[src/rtl/pa_clic_pkg.sv]
// Shared CLIC definitions: delivery FSM state encoding and default field widths.
package pa_clic_pkg;

    localparam logic [1:0] ST_IDLE    = 2'b00;
    localparam logic [1:0] ST_PRESENT = 2'b01;
    localparam logic [1:0] ST_HOLD    = 2'b10;

    localparam int PA_CLIC_PRIO_WIDTH = 6;
    localparam int PA_CLIC_ID_WIDTH   = 12;

endpackage

[src/rtl/pa_clic_int_dlvr.sv]
// CLIC interrupt delivery: registers the arbitration winner, presents it to the core with
// valid/ack, pulses a pending-clear on ack and blocks delivery for HOLD_CYC cycles.
// Optional in-place preemption of a presented interrupt: define CLIC_INT_PREEMPT_EN.
module pa_clic_int_dlvr
    import pa_clic_pkg::*;
#(
    parameter int PRIO_WIDTH = PA_CLIC_PRIO_WIDTH,
    parameter int ID_WIDTH   = PA_CLIC_ID_WIDTH,
    parameter int HOLD_CYC   = 2
) (
    input  logic                  clic_clk,
    input  logic                  cpurst_b,
    input  logic                  arb_req,
    input  logic [ID_WIDTH-1:0]   arb_id,
    input  logic [PRIO_WIDTH-1:0] arb_prio,
    input  logic                  arb_hv,
    input  logic [PRIO_WIDTH-1:0] int_thresh,
    input  logic                  core_int_ack,
    output logic                  clic_int_vld,
    output logic [ID_WIDTH-1:0]   clic_int_id,
    output logic [PRIO_WIDTH-1:0] clic_int_prio,
    output logic                  clic_int_hv,
    output logic                  pend_clr_vld,
    output logic [ID_WIDTH-1:0]   pend_clr_id
);

    localparam logic [3:0] HOLD_LOAD = 4'(HOLD_CYC - 1);

    logic [1:0]            r_state;
    logic [1:0]            w_state_next;
    logic [3:0]            r_hold_cnt;
    logic                  r_vld;
    logic [ID_WIDTH-1:0]   r_id;
    logic [PRIO_WIDTH-1:0] r_prio;
    logic                  r_hv;
    logic                  r_clr_vld;
    logic [ID_WIDTH-1:0]   r_clr_id;

    logic w_qual;
    logic w_hold_done;
    logic w_take;
    logic w_capture;
    logic w_preempt;

    assign w_qual      = arb_req && (arb_prio > int_thresh);
    assign w_take      = (r_state == ST_PRESENT) && core_int_ack;
    // The last hold cycle doubles as the idle decision so vld is low for exactly HOLD_CYC cycles.
    assign w_hold_done = (r_state == ST_HOLD) && (r_hold_cnt == 4'd0);
    assign w_capture   = w_qual && ((r_state == ST_IDLE) || w_hold_done);

`ifdef CLIC_INT_PREEMPT_EN
    assign w_preempt = (r_state == ST_PRESENT) && !core_int_ack && w_qual &&
                       (arb_prio > r_prio) && (arb_id != r_id);
`else
    assign w_preempt = 1'b0;
`endif

    always_comb begin
        w_state_next = r_state;
        case (r_state)
            ST_IDLE: begin
                if (w_qual) w_state_next = ST_PRESENT;
            end
            ST_PRESENT: begin
                if (core_int_ack)  w_state_next = ST_HOLD;
                else if (!w_qual)  w_state_next = ST_IDLE;
            end
            ST_HOLD: begin
                if (r_hold_cnt == 4'd0) w_state_next = w_qual ? ST_PRESENT : ST_IDLE;
            end
            default: w_state_next = ST_IDLE;
        endcase
    end

    always_ff @(posedge clic_clk or negedge cpurst_b) begin
        if (!cpurst_b) begin
            r_state    <= ST_IDLE;
            r_hold_cnt <= 4'd0;
            r_vld      <= 1'b0;
            r_id       <= '0;
            r_prio     <= '0;
            r_hv       <= 1'b0;
            r_clr_vld  <= 1'b0;
            r_clr_id   <= '0;
        end else begin
            r_state   <= w_state_next;
            r_vld     <= (w_state_next == ST_PRESENT);
            r_clr_vld <= w_take;
            if (w_take) begin
                r_clr_id <= r_id;
            end
            if (w_capture || w_preempt) begin
                r_id   <= arb_id;
                r_prio <= arb_prio;
                r_hv   <= arb_hv;
            end
            if (w_take) begin
                r_hold_cnt <= HOLD_LOAD;
            end else if ((r_state == ST_HOLD) && (r_hold_cnt != 4'd0)) begin
                r_hold_cnt <= r_hold_cnt - 4'd1;
            end
        end
    end

    assign clic_int_vld  = r_vld;
    assign clic_int_id   = r_id;
    assign clic_int_prio = r_prio;
    assign clic_int_hv   = r_hv;
    assign pend_clr_vld  = r_clr_vld;
    assign pend_clr_id   = r_clr_id;

endmodule

[config.mk]
export PLATFORM = sky130hd
export DESIGN_NAME = pa_clic_int_dlvr
export DESIGN_NICKNAME = d
export VERILOG_FILES = /design/src/rtl/pa_clic_pkg.sv /design/src/rtl/pa_clic_int_dlvr.sv
export SDC_FILE = /design/constraint.sdc
export NUM_CORES = 1
export LEC_CHECK = 0
export ABC_AREA = 0
export BUFFER_PORTS_ARGS = -buffer_cell sky130_fd_sc_hd__buf_2
export CAP_MARGIN = 20
export CORE_MARGIN = 1
export CORE_UTILIZATION = 35
export CTS_CLUSTER_SIZE = 24
export DETAILED_ROUTE_END_ITERATION = 8
export SYNTH_ARGS = -nofsm -noshare
export SYNTH_HDL_FRONTEND = slang
export SYNTH_SLANG_ARGS = --single-unit
[constraint.sdc]
create_clock -name clic_clk -period 2.8 [get_ports clic_clk]
set_clock_uncertainty 0.2 [all_clocks]
set_input_delay 0.14 -clock clic_clk [delete_from_list [all_inputs] [get_ports clic_clk]]
set_output_delay 0.14 -clock clic_clk [all_outputs]
set_load 0.02 [all_outputs]
Word level (Yosys, flattened, before mapping)
Cells that the tools add are included.

storage, ports and cells
  word-level logic and storage cells = 31
  output and inout bits = 33
  input port bits = 29
  bits in registers = 39

operators by class
  reduce and logical (&&, ||, !) cells = 10
  magnitude comparators = 1
  eq/ne operators = 3
  add/sub/neg operators = 1
  mux-type cells = 8

operators by type and width
  cell                                                                   count
  2-bit 2-to-1 mux                                                       4
  4-bit 2-to-1 mux                                                       2
  6-bit > comparator                                                     1
  2-bit case mux with 3 select lines                                     1
  1-bit logical AND                                                      5
  2-bit by 1-bit equality test with 1-bit output, second input constant  2
  4-bit logical NOT                                                      1
  4-bit nonzero test                                                     1
  4-bit by 1-bit subtractor with 4-bit output, second input constant     1
  2-bit equality test, second input constant                             1
  2-bit logical NOT                                                      1
  2-bit nonzero test                                                     1
  1-bit logical OR                                                       1
  1-bit 2-to-1 mux                                                       1

Longest topological paths before layout
Gate-level depths: netlist of the first run.

  word-level depth = 6
  gate-level depth with buffers = 7
  depth with buffers taken out = 6

Worst setup path before layout of the first run
OpenSTA, ideal clock, no wires.

  kind = register to register
  from = register r_hold_cnt[0]
  to = register r_id[0] (netlist: clic_int_id[0])
  library setup time = 125 ps
  stages on the path, launching flop included = 8
  slack = 354 ps
  data arrival time = 2,121 ps
  clock period less this slack = 2,446 ps
  cells stage by stage = dfrtp_1 inv_1 ha_1 or3b_1 a21o_1 a311oi_4 buf_12 mux2_4

between the ends
  longest elaborated chain between the ends = 4

ends and longest elaborated chain
  item                    line                     text
  start, declared         pa_clic_int_dlvr.sv:31   logic [3:0] r_hold_cnt;
  start signal, assigned  pa_clic_int_dlvr.sv:100  r_hold_cnt <= r_hold_cnt - 4'd1;
  4-bit logical NOT       pa_clic_int_dlvr.sv:48   assign w_hold_done = (r_state == ST_HOLD) && (r_hold_cnt == 4'd0);
  1-bit logical AND       pa_clic_int_dlvr.sv:48
  1-bit logical OR        pa_clic_int_dlvr.sv:49   assign w_capture = w_qual && ((r_state == ST_IDLE) || w_hold_done);
  1-bit logical AND       pa_clic_int_dlvr.sv:49
  end signal, assigned    pa_clic_int_dlvr.sv:93   r_id <= arb_id;
  end, declared           pa_clic_int_dlvr.sv:33   logic [ID_WIDTH-1:0] r_id;

No other way between the ends.
A chain may end at the register's enable or synchronous reset.

Final worst setup path of the first run
  from = input port arb_prio[5]
  to = register r_id[10] (netlist: clic_int_id[10])

between the ends
  longest elaborated chain between the ends = 3

ends and longest elaborated chain
  item                line                    text
  start, declared     pa_clic_int_dlvr.sv:15  input logic [PRIO_WIDTH-1:0] arb_prio,
  6-bit > comparator  pa_clic_int_dlvr.sv:45  assign w_qual = arb_req && (arb_prio > int_thresh);
  1-bit logical AND   pa_clic_int_dlvr.sv:45
  1-bit logical AND   pa_clic_int_dlvr.sv:49

No other way between the ends.

==> results of run 1 <==
## registers in the layout, indices dropped and copies added (netlist names)
signal,flops
pend_clr_vld,1
clic_int_vld,1
clic_int_prio,6
clic_int_id,12
r_hold_cnt,4
r_state,2
pend_clr_id,12
clic_int_hv,1
## power by group
| group | internal [mW] | switching, mW |
|---|---|---|
| logic | 0.468 | 0.596 |
| registers | 0.831 | 0.173 |
| clock network | 0.288 | 0.189 |
| total | 1.59 | 0.959 |
## timing repair
| action | in CTS | in global routing |
|---|---|---|
| hold endpoints to repair | 59 | 0 |
| hold buffers | 21 | 0 |
| resized for setup | 0 | 0 |
## cell usage after synthesis, types with 2 or more instances
library cell,count,share of area [%]
ha_1,7,5.1
a21oi_1,2,0.58
nor3_1,2,0.58
nor2_1,2,0.44
nand3_1,2,0.58
mux2_4,10,8.7
and2_1,2,0.73
inv_1,9,2.0
o21ai_0,2,0.58
nand2_1,38,8.3
dfrtp_1,39,57
a21o_1,2,0.87
mux2_2,9,5.9
clkbuf_1,2,0.44
## cells by family (layout without fill, tap and decap cells)
group | after synthesis | count (layout)
adders and majority gates | 7 | 7
buffers and inverters | 13 | 102
muxes | 20 | 20
AOI/OAI and AO/OA | 9 | 9
xor gates and xnor gates | 2 | 2
DFF | 39 | 39
and+or+nand+nor | 54 | 54
## how the worst min path moves through the flow
stage | cells past startpoint | slack [ns] | to
final | 4 | 0.20 | r_state[0]
after global routing | 4 | 0.25 | r_state[0]
after CTS | 4 | 0.20 | r_state[0]
after detailed placement | 1 | 0.1 | clic_int_vld
after global placement | 1 | 0.10 | clic_int_vld
after floorplan | 0 | -0.36 | clic_int_hv
## metal layers
| layer | share of wire (%) | vias up |
|---|---|---|
| met1 | 45 | 647 |
| met4 | 0.67 | 0 |
| met5 | 0 | - |
| li1 | - | 656 |
| met3 | 3.3 | 4 |
| met2 | 51 | 25 |
## per-stage QoR
step | total power, mW | cell area, µm²
2_1_floorplan | 1.712 | 1722
3_3_place_gp | 2.054 | 2098
3_5_place_dp | 2.069 | 2098
4_1_cts | 2.574 | 2426
5_1_grt | 2.715 | 2426
6_report | 2.547 | 2426
## worst reg2reg max path, stage by stage (launching register included)
cell      delay, ns
dfrtp_1        0.40
inv_1          0.06
ha_1           0.16
or3b_1         0.37
a21o_1         0.22
a311oi_4       0.22
buf_4          0.25
mux2_2         0.36
## cell type report
| cell class | count | area (µm²) |
|---|---|---|
| Inverter | 10 | 37.54 |
| Timing Repair Buffer | 84 | 530.5 |
| Multi-Input combinational cell | 92 | 680.7 |
| Clock inverter | 2 | 35.03 |
| Clock buffer | 6 | 82.58 |
| Fill cell | 433 | 2297 |
| Sequential cell | 39 | 975.9 |
| Tap cell | 67 | 83.83 |
==> metrics.md, run 1 <==
| Metric | Value |
|---|---|
| Outcome | complete, but fails checks |
| Failing checks | design-rule violations |
| Placer congestion estimate | around 0.75 |
| Worst-Margin Slew | 0.8524 ns |
| Hold Fails Final Rpt | 0 |
| Post-Synth Adder-Cell Area | under 10% |
| Share of layout cells above drive strength 1 | 39.91% |
| GR Util met1 | 19.41% |
| Synth Area in XOR/XNOR | 1.017% |
| Vias per cell | between 4 and 5 |
| Antenna diode count | 0 |
| Dpl ws | about 0.45 ns |
| Mapped Cells | 144 |
| Slowest CP cell | dlygate4sd3_1 |
| Commonest cells after routing, fill and taps aside | buf_2 (61), dfrtp_1 (39), nand2_1 (38) |
| Worst setup path end | clic_int_id[10] |
| HP Class | in2reg |
| CP delay by family, top | buffers and inverters |
| I/O Pins | 62 |
| CTS tree | yes |
| Total grt overflow | 0 |
| Layer with the highest usage | met2 |
| Syn Area/Cell | 11.96 µm² |
| Worst setup margin | approximately 0.4 ns |
| Initial Utilization | around 36% |
| Yosys warning total | 0 |
| CP Buf/Inv Count | 3 |
| Pre-Repair DR Iteration Count | 6 |
| Rows | 25 |
| Startpoint Class | input port |
| Finish-stage setup viols | 0 |
| Worst flop-to-flop path endpoint | clic_int_id[10] |
| Post-Synth Simple-Gate Area | 13.88% |
| Multiplexer share of the synthesized area | between 10% and 20% |
| Die Span X | about 72 µm |
| Fin. max-slew vios | 0 |
| WS Path Type | in2reg |
| Share of the yosys chip area belonging to registers | 56.69% |
| VDD IR-drop max | around 400 µV |
| Hpwl dp | 2.570 mm |
| Max_cap viols | 0 |
| Crit path depth | 8 |
| R2r worst-path depth | 7 |
| Tcrit/Tclk final | between 80% and 90% |
| Final ANT Viol Nets | 0 |
| Area Overhead vs Synth | 40.92% |
| Total CTS buffers | 5 |
| Worst Setup End Kind | flop |
| Slew margin rel. | between 40% and 50% |
| Post-Route WL | 3.591 mm |
| # DRC | 2 |
| Distinct cells, synth | 30 |
| CTS root buf | clkbuf_8 |
| GRT Total Usage | 14.73% |
| Critical Path Max Stage Delay | between 0.5 and 0.6 ns |
| Final design utilization | between 50% and 60% |
| Met3 Use GR | between 4 and 5% |
| Setup TNS | 0 ns |
| R2r startpoint | r_hold_cnt[0] |
| Worst-skew pair later-pin latency | around 0.29 ns |
| PwrDens | 1050 nW/µm² |
| Worst Path Max Fanout | 10 |
| Routed len/inst | around 12 µm |
| Core Box Area | about 4700 µm² |
| Antenna violations before repair | 0 |
| Post-CTS Repair Setup Buffers | 0 |
| Syn Nets | 180 |
| Post-synthesis compound-gate area fraction | 4.360% |
| Iter 0 DRT Violations | 100 |
| Met2 Usage GRT | between 20% and 30% |
| RSZ-0062 raised after global routing | false |
| Largest net degree at the start of global routing | 40 |
| Die Y | approximately 72 µm |
| WHS | 0.1958 ns |
| Hold path start | arb_req |
| Arrival @ worst endpoint | approximately 2.4 ns |
| Synth Flop Type | dfrtp_1 |
| CP Launch Point | arb_prio[5] |
| CTS clock-pin slew for the worst setup and hold paths | ~0.070 ns |
| Critical-path cell list | dlygate4sd3_1 -> buf_2 -> ha_1 -> nand4_1 -> o21ai_0 -> a311oi_4 -> buf_4 -> mux2_2 |
| Largest family of logic cells by synthesized area | multiplexers |
| Inst Count DP | between 200 and 300 |
| Data required, critical path | 2.77 ns |
| Lkg Pwr | roughly 1.3 nW |
| Post-synth EDFFs | 0 |
| Full die area | 5203 µm² |
| Clock Tree Buf Depth | 2 |
| Fin cells | 300 |
| Flops & latches, synth | 39 |
| Netlist Area Pre-Place | 1722 µm² |
| Crit path time final | roughly 2.4 ns |
| Commonest non-fill, non-tap cell in the layout | buf_2 |
| FMAX | 418.7 MHz |
| Input/output buffers | 61 |
| Setup slack, reg-to-reg | about 0.44 ns |
| Vias in the first global route | roughly 1200 |
| Htree depth | 2 |
| Via count | 1332 |
| Clk sink count | 39 |
| Synth async-reset ratio | between 90% and 100% |
| Nets | about 270 |
| Global-route wire length before repair | 5.851 mm |
Power figures use the tool's default switching activity.
==> inputs of run 2 (changes only) <==
RECOVER_POWER = 100   (was not set)
==> run 2 against run 1 <==
Net effect:
- the run still ends with design-rule violations left
- power fell by 4.5%
- routed wire length rose by 0.86%
- utilization decreased by 1.6 points
- via count is 0.68% higher
- sequential power about the same
- global-route usage is the same
- clock-buffer cell count unchanged
- clock power barely moved
- fmax shrank 3.1%
- sequential share of layout area rose by 1.3 points
- largest power group is now sequential cells
==> metrics.md, run 2 (synthesis results as in run 1) <==
| Metric | Value |
|---|---|
| Overall Power | 2.433 mW (-4.5%) |
| WHS Endpoint | r_state[0] |
| PwrDens | 1036 nW/µm² (-1.3%) |
| Final design utilization | 49.72% (-1.6 points) |
| Largest net degree at the start of global routing | 40 (unchanged) |
| Antenna diode count | 0 (unchanged) |
| VDD IR-drop max | 390.3 µV (-0.48%) |
| CTS clock-pin slew for the worst setup and hold paths | 0.07 ns (about the same) |
| Initial Utilization | 36.45% (unchanged) |
| Placer congestion estimate | 0.7481 (unchanged) |
| RSZ-0062 raised after global routing | false |
| Post-layout instance area | 2349 µm² (-3.2%) |
| Worst Setup End Kind | flop |
| Vias per cell | 4.470 (+0.68%) |
| Die Y | 72.14 µm (unchanged) |
| I/O Pins | 62 (unchanged) |
| FMAX | 405.7 MHz (-3.1%) |
| Full die area | 5203 µm² (unchanged) |
| Worst flop-to-flop path endpoint | clic_int_id[10] |
| Gate power share | 38.9% (-2.9 points) |
| Outcome | complete, but fails checks |
| Instance area after placement | 2098 µm² (unchanged) |
| Input/output buffers | 61 (unchanged) |
| Total CTS buffers | 5 (unchanged) |
| HP Class | in2reg |
| Worst-Margin Slew | 0.9531 ns (+0.1007 ns) |
| Crit path time final | 2.465 ns (+0.07648 ns) |
| Tcrit/Tclk final | 88.03% (+2.7 points) |
| Final ANT Viol Nets | 0 (unchanged) |
| Antenna violations before repair | 0 (unchanged) |
| Arrival @ worst endpoint | 2.44 ns (+0.08 ns) |
| Nets | 268 (unchanged) |
| GRT Total Usage | 14.73% (unchanged) |
| Switching share of power | 39.57% (+1.9 points) |
| Rows | 25 (unchanged) |
| R2r startpoint | r_hold_cnt[0] |
| Die Span X | 72.14 µm (unchanged) |
| Area Overhead vs Synth | 36.41% |
| # DRC | 2 (unchanged) |
| Setup slack, reg-to-reg | 0.36 ns (-0.08 ns) |
| Fin cells | 300 (unchanged) |
| CTS root buf | clkbuf_8 |
| Global-route wire length before repair | 5.851 mm (unchanged) |
| Commonest non-fill, non-tap cell in the layout | dfrtp_1 |
| Clock Tree Buf Depth | 2 (unchanged) |
| Switch Pwr | 0.9627 mW (+0.42%) |
| Htree depth | 2 (unchanged) |
| Worst setup margin | 0.3352 ns (-0.07648 ns) |
| Failing checks | design-rule violations |
| Dpl ws | 0.4514 ns (unchanged) |
| Power share of the clock group | 19.6% (+0.8 points) |
| Worst Path Max Fanout | 10 (unchanged) |
| Hold Fails Final Rpt | 0 (unchanged) |
| Post-CTS sizing | 0 (unchanged) |
| Iter 0 DRT Violations | 105 (+5.0%) |
| CTS tree | yes |
| Fin. max-slew vios | 0 (unchanged) |
| Data required, critical path | 2.77 ns (about the same) |
| Lkg Pwr | 1.146 nW (-10%) |
| Post-Route WL | 3.622 mm (+0.86%) |
| Core Box Area | 4723 µm² (unchanged) |
| Int Pwr | 1.470 mW (-7.4%) |
| Total grt overflow | 0 (unchanged) |
| Via count | 1341 (+0.68%) |
| Pre-Repair DR Iteration Count | 6 (unchanged) |
| Slew margin rel. | 36.46% (-6.7 points) |
| WHS | 0.2003 ns (+0.004559 ns) |
| Hold Path Depth | 4 (unchanged) |
| Seq pwr share | 41.4% (+1.9 points) |
| Worst-skew pair later-pin latency | 0.29 ns (about the same) |
| Routed len/inst | 12.07 µm (+0.86%) |
| Max_cap viols | 0 (unchanged) |
| R2r worst-path depth | 7 (unchanged) |
| Hold path start | arb_req |
| Vias in the first global route | 1244 (unchanged) |
| Share of layout cells above drive strength 1 | 21.46% (-18 points) |
| WS Path Type | in2reg |
| Finish-stage setup viols | 0 (unchanged) |
| Clk sink count | 39 (unchanged) |
| Startpoint Class | input port |
| Hpwl dp | 2.570 mm (unchanged) |
| Inst Count DP | 271 (unchanged) |
| Commonest cells after routing, fill and taps aside | dfrtp_1 (39), nand2_1 (38), clkbuf_1 (34) |
| Setup TNS | 0 ns (unchanged) |
[run 2: worst max-delay path, cell delays in order]
cell           delay, ns
dlygate4sd3_1       0.54
clkbuf_1            0.12
ha_1                0.33
nand4_1             0.12
o21ai_0             0.19
a311oi_4            0.31
clkbuf_2            0.32
mux2_2              0.37
[run 2: area by class of cell]
| cell class | count | area (µm²) |
|---|---|---|
| Sequential cell | 39 | 975.9 |
| Tap cell | 67 | 83.83 |
| Fill cell | 469 | 2375 |
| Clock inverter | 2 | 35.03 |
| Clock buffer | 6 | 82.58 |
| Timing Repair Buffer | 84 | 483.0 |
| Multi-Input combinational cell | 92 | 650.6 |
| Inverter | 10 | 37.54 |
[run 2: worst max path at each step]
stage                        startpoint              end  slack [ns]
after global placement    r_hold_cnt[0]   clic_int_id[5]        0.49
after floorplan           r_hold_cnt[0]   clic_int_id[0]        0.35
after detailed placement  r_hold_cnt[0]   clic_int_id[7]        0.45
after CTS                   arb_prio[5]  clic_int_id[10]        0.41
after global routing        arb_prio[5]  clic_int_id[10]        0.21
final                       arb_prio[5]  clic_int_id[10]        0.34
[run 2: power groups by stage]
stage / registers, mW / logic, mW / clock network, mW
floorplan: 1.28 / 0.427 / 0
global placement: 1.02 / 1.04 / 0
detailed placement: 1.02 / 1.05 / 0
CTS: 1.01 / 1.08 / 0.490
global route: 1.04 / 1.04 / 0.519
finish: 1.01 / 0.947 / 0.478
[run 2: routing by layer]
metal  GRT usage [%]  routed length [µm]
met1           19.41                1639
met2           23.16                1815
met3           4.444                 143
met4           5.011                  24
met5               0                   0
[run 2: repair_timing]
action / CTS / global route
hold buffers: 21 / 0
endpoints found under the hold margin: 59 / 0
buffers inserted: 0 / 0
endpoints found under the setup margin: 0 / 0
==> inputs of run 3 (changes only) <==
REMOVE_ABC_BUFFERS = 1   (was not set)
clock period = 3.07 ns   (was 2.8 ns; I/O delays follow)
==> run 3 against run 2 <==
Net effect:
- the run now ends clean
- combinational power shrank 7.5%
- sequential share of layout area is essentially flat
- worst hold slack lost 0.19 ns
- die area is the same
- largest power group unchanged
==> metrics.md, run 3 (synthesis results as in run 1) <==
| Metric | Value |
|---|---|
| Commonest non-fill, non-tap cell in the layout | dfrtp_1 |
| Slowest CP cell | dfrtp_1 |
| Input/output buffers | 61 (unchanged) |
| CTS tree | yes |
| Setup TNS | 0 ns (unchanged) |
| Hold Fails Final Rpt | 0 (unchanged) |
| CTS clock-pin slew for the worst setup and hold paths | 0.08 ns (about the same) |
| Clock Tree Buf Depth | 2 (unchanged) |
| Fin. max-slew vios | 0 (unchanged) |
| Finish-stage setup viols | 0 (unchanged) |
| Post-Route WL | 3.897 mm (+7.6%) |
| Hpwl dp | 2.511 mm (-2.3%) |
| Gate power share | 37.9% (-1.0 points) |
| Iter 0 DRT Violations | 86 (-18%) |
| Critical Path Max Stage Delay | 0.40 ns (-0.14 ns) |
| Core Box Area | 4723 µm² (unchanged) |
| CP Launch Point | r_hold_cnt[0] |
| CTS root buf | clkbuf_8 |
| DR WL met3 | 132 µm (-7.7%) |
| Htree depth | 2 (unchanged) |
| R2r worst-path depth | 7 (unchanged) |
| Slew margin rel. | 40.64% (+4.2 points) |
| Largest net degree at the start of global routing | 40 (unchanged) |
| Worst-skew pair later-pin latency | 0.28 ns (about the same) |
| Fillers | 468 (-0.21%) |
| Tcrit/Tclk final | between 80 and 90% |
| # DRC | 0 (-2) |
| Pre-Repair DR Iteration Count | 4 (-2) |
| I/O Pins | 62 (unchanged) |
| Final ANT Viol Nets | 0 (unchanged) |
| Arrival @ worst endpoint | 2.50 ns (+0.06 ns) |
| Worst Path Max Fanout | 10 (unchanged) |
| FMAX | between 300 and 400 MHz |
| Max_cap viols | 0 (unchanged) |
| M1 WL | 1.780 mm (+8.6%) |
| Antenna diode count | 0 (unchanged) |
| Post-CTS Repair Setup Buffers | 0 (unchanged) |
| Die Y | 72.14 µm (unchanged) |
| Routed len/inst | 12.99 µm (+7.6%) |
| Area Overhead vs Synth | 36.55% |
| Total CTS buffers | 5 (unchanged) |
| Int Pwr | 1.412 mW (-4.0%) |
| Top layer in use | met4 |
| Met2 wire len | 1.930 mm (+6.3%) |
| Total grt overflow | 0 (unchanged) |
| Initial Utilization | 36.45% (unchanged) |
| Placer congestion estimate | 0.7518 (+0.49%) |
| Switch Pwr | 0.8974 mW (-6.8%) |
| Vias in the first global route | 1337 (+7.5%) |
| R2r startpoint | r_hold_cnt[0] |
| Setup slack, reg-to-reg | 0.54 ns (+0.18 ns) |
| Switching share of power | 38.86% (-0.71 points) |
| Worst-Margin Slew | 0.8904 ns (-0.06270 ns) |
| Die Span X | 72.14 µm (unchanged) |
| Overall Power | 2.309 mW (-5.1%) |
| Via count | 1351 (+0.75%) |
| Antenna violations before repair | 0 (unchanged) |
| Nets | 268 (unchanged) |
| Clk sink count | 39 (unchanged) |
| Global-route wire length before repair | 6.458 mm (+10%) |
| VDD IR-drop max | 420.3 µV (+7.7%) |
| Post-CTS sizing | 0 (unchanged) |
| RSZ-0062 raised after global routing | false |
| Seq pwr share | 40.2% (-1.2 points) |
| Worst flop-to-flop path endpoint | clic_int_id[7] |
| Worst setup path end | clic_int_id[7] |
| Full die area | 5203 µm² (unchanged) |
| Outcome | finished clean |
| Power share of the clock group | 21.9% (+2.3 points) |
| Lkg Pwr | 1.154 nW (+0.64%) |
| # hold bufs at CTS | 20 (-4.8%) |
| GRT Total Usage | 16.37% (+1.6 points) |
| Commonest cells after routing, fill and taps aside | dfrtp_1 (39), nand2_1 (38), clkbuf_1 (35) |
| WS Path Type | reg2reg |
| PwrDens | 982.2 nW/µm² (-5.2%) |
| Worst Setup End Kind | flop |
| Crit path time final | around 2.5 ns |
| Rows | 25 (unchanged) |
| Critical-path cell list | inv_1 -> ha_1 -> or3b_1 -> a21o_1 -> a311oi_1 -> clkbuf_2 -> mux2_2 |
| HP Class | in2reg |
| Share of layout cells above drive strength 1 | 21.89% (+0.43 points) |
| Vias per cell | 4.503 (+0.75%) |
| Startpoint Class | flop |
| Data required, critical path | 3.04 ns (+0.27 ns) |
## run 3: cell count changes in the layout (fill, tap and decap cells not counted), moves of 2 or more
cell and delta:
clkbuf_2 -2, mux2_4 +2, buf_2 +2, mux2_1 -2
## run 3: how the worst min path moves through the flow
stage	start	to	slack (ns)	cells after the start
floorplan	cpurst_b	clic_int_hv	-0.34	0
global placement	cpurst_b	pend_clr_id[4]	0.13	1
detailed placement	cpurst_b	pend_clr_id[4]	0.13	1
CTS	core_int_ack	r_state[0]	0.007	3
global route	core_int_ack	r_state[0]	0.03	3
finish	core_int_ack	r_state[0]	0.01	3
## run 3: metal layers
layer	vias to the layer above	track usage, %
met5	-	0
met4	0	5.447
met3	4	4.306
met2	35	26.79
met1	660	21.11
li1	652	-
## run 3: worst max-delay path: cells and delay by family (launching register included)
family | cells | cell delay, ns
AO/OA/AOI/OAI | 2 | 0.49
buffers and inverters | 2 | 0.42
flip-flops | 1 | 0.40
AND/OR/NAND/NOR | 1 | 0.37
multiplexers | 1 | 0.37
adder cells (fa/ha/maj) | 1 | 0.17
## run 3: final cells by class
cell class,count,area [µm²],area share (%)
Sequential cell,39,975.9,41.51
Multi-Input combinational cell,92,640.6,27.25
Timing Repair Buffer,84,480.5,20.44
Tap cell,67,83.83,3.566
Clock buffer,6,72.57,3.087
Clock inverter,2,60.06,2.555
Inverter,10,37.54,1.597
## run 3: through the flow
stage	hold slack [ns]	area (µm²)	setup WS [ns]	std cells	util, %
final	0.01476	2351	0.5380	300	49.77
after global routing	0.03244	2351	0.3709	300	49.77
after CTS	0.007384	2439	0.6656	300	51.63
after detailed placement	0.1345	2106	0.7136	272	44.58
after global placement	0.1276	2106	0.7536	272	44.58
after floorplan	-0.3421	1694	0.3933	141	-
## run 3: power groups by stage
stage / clock, mW / sequential, mW / combinational [mW]
after floorplan: 0 / 1.17 / 0.379
after global placement: 0 / 0.928 / 0.947
after detailed placement: 0 / 0.924 / 0.967
after CTS: 0.520 / 0.918 / 0.989
after global routing: 0.542 / 0.967 / 0.957
final: 0.505 / 0.929 / 0.876
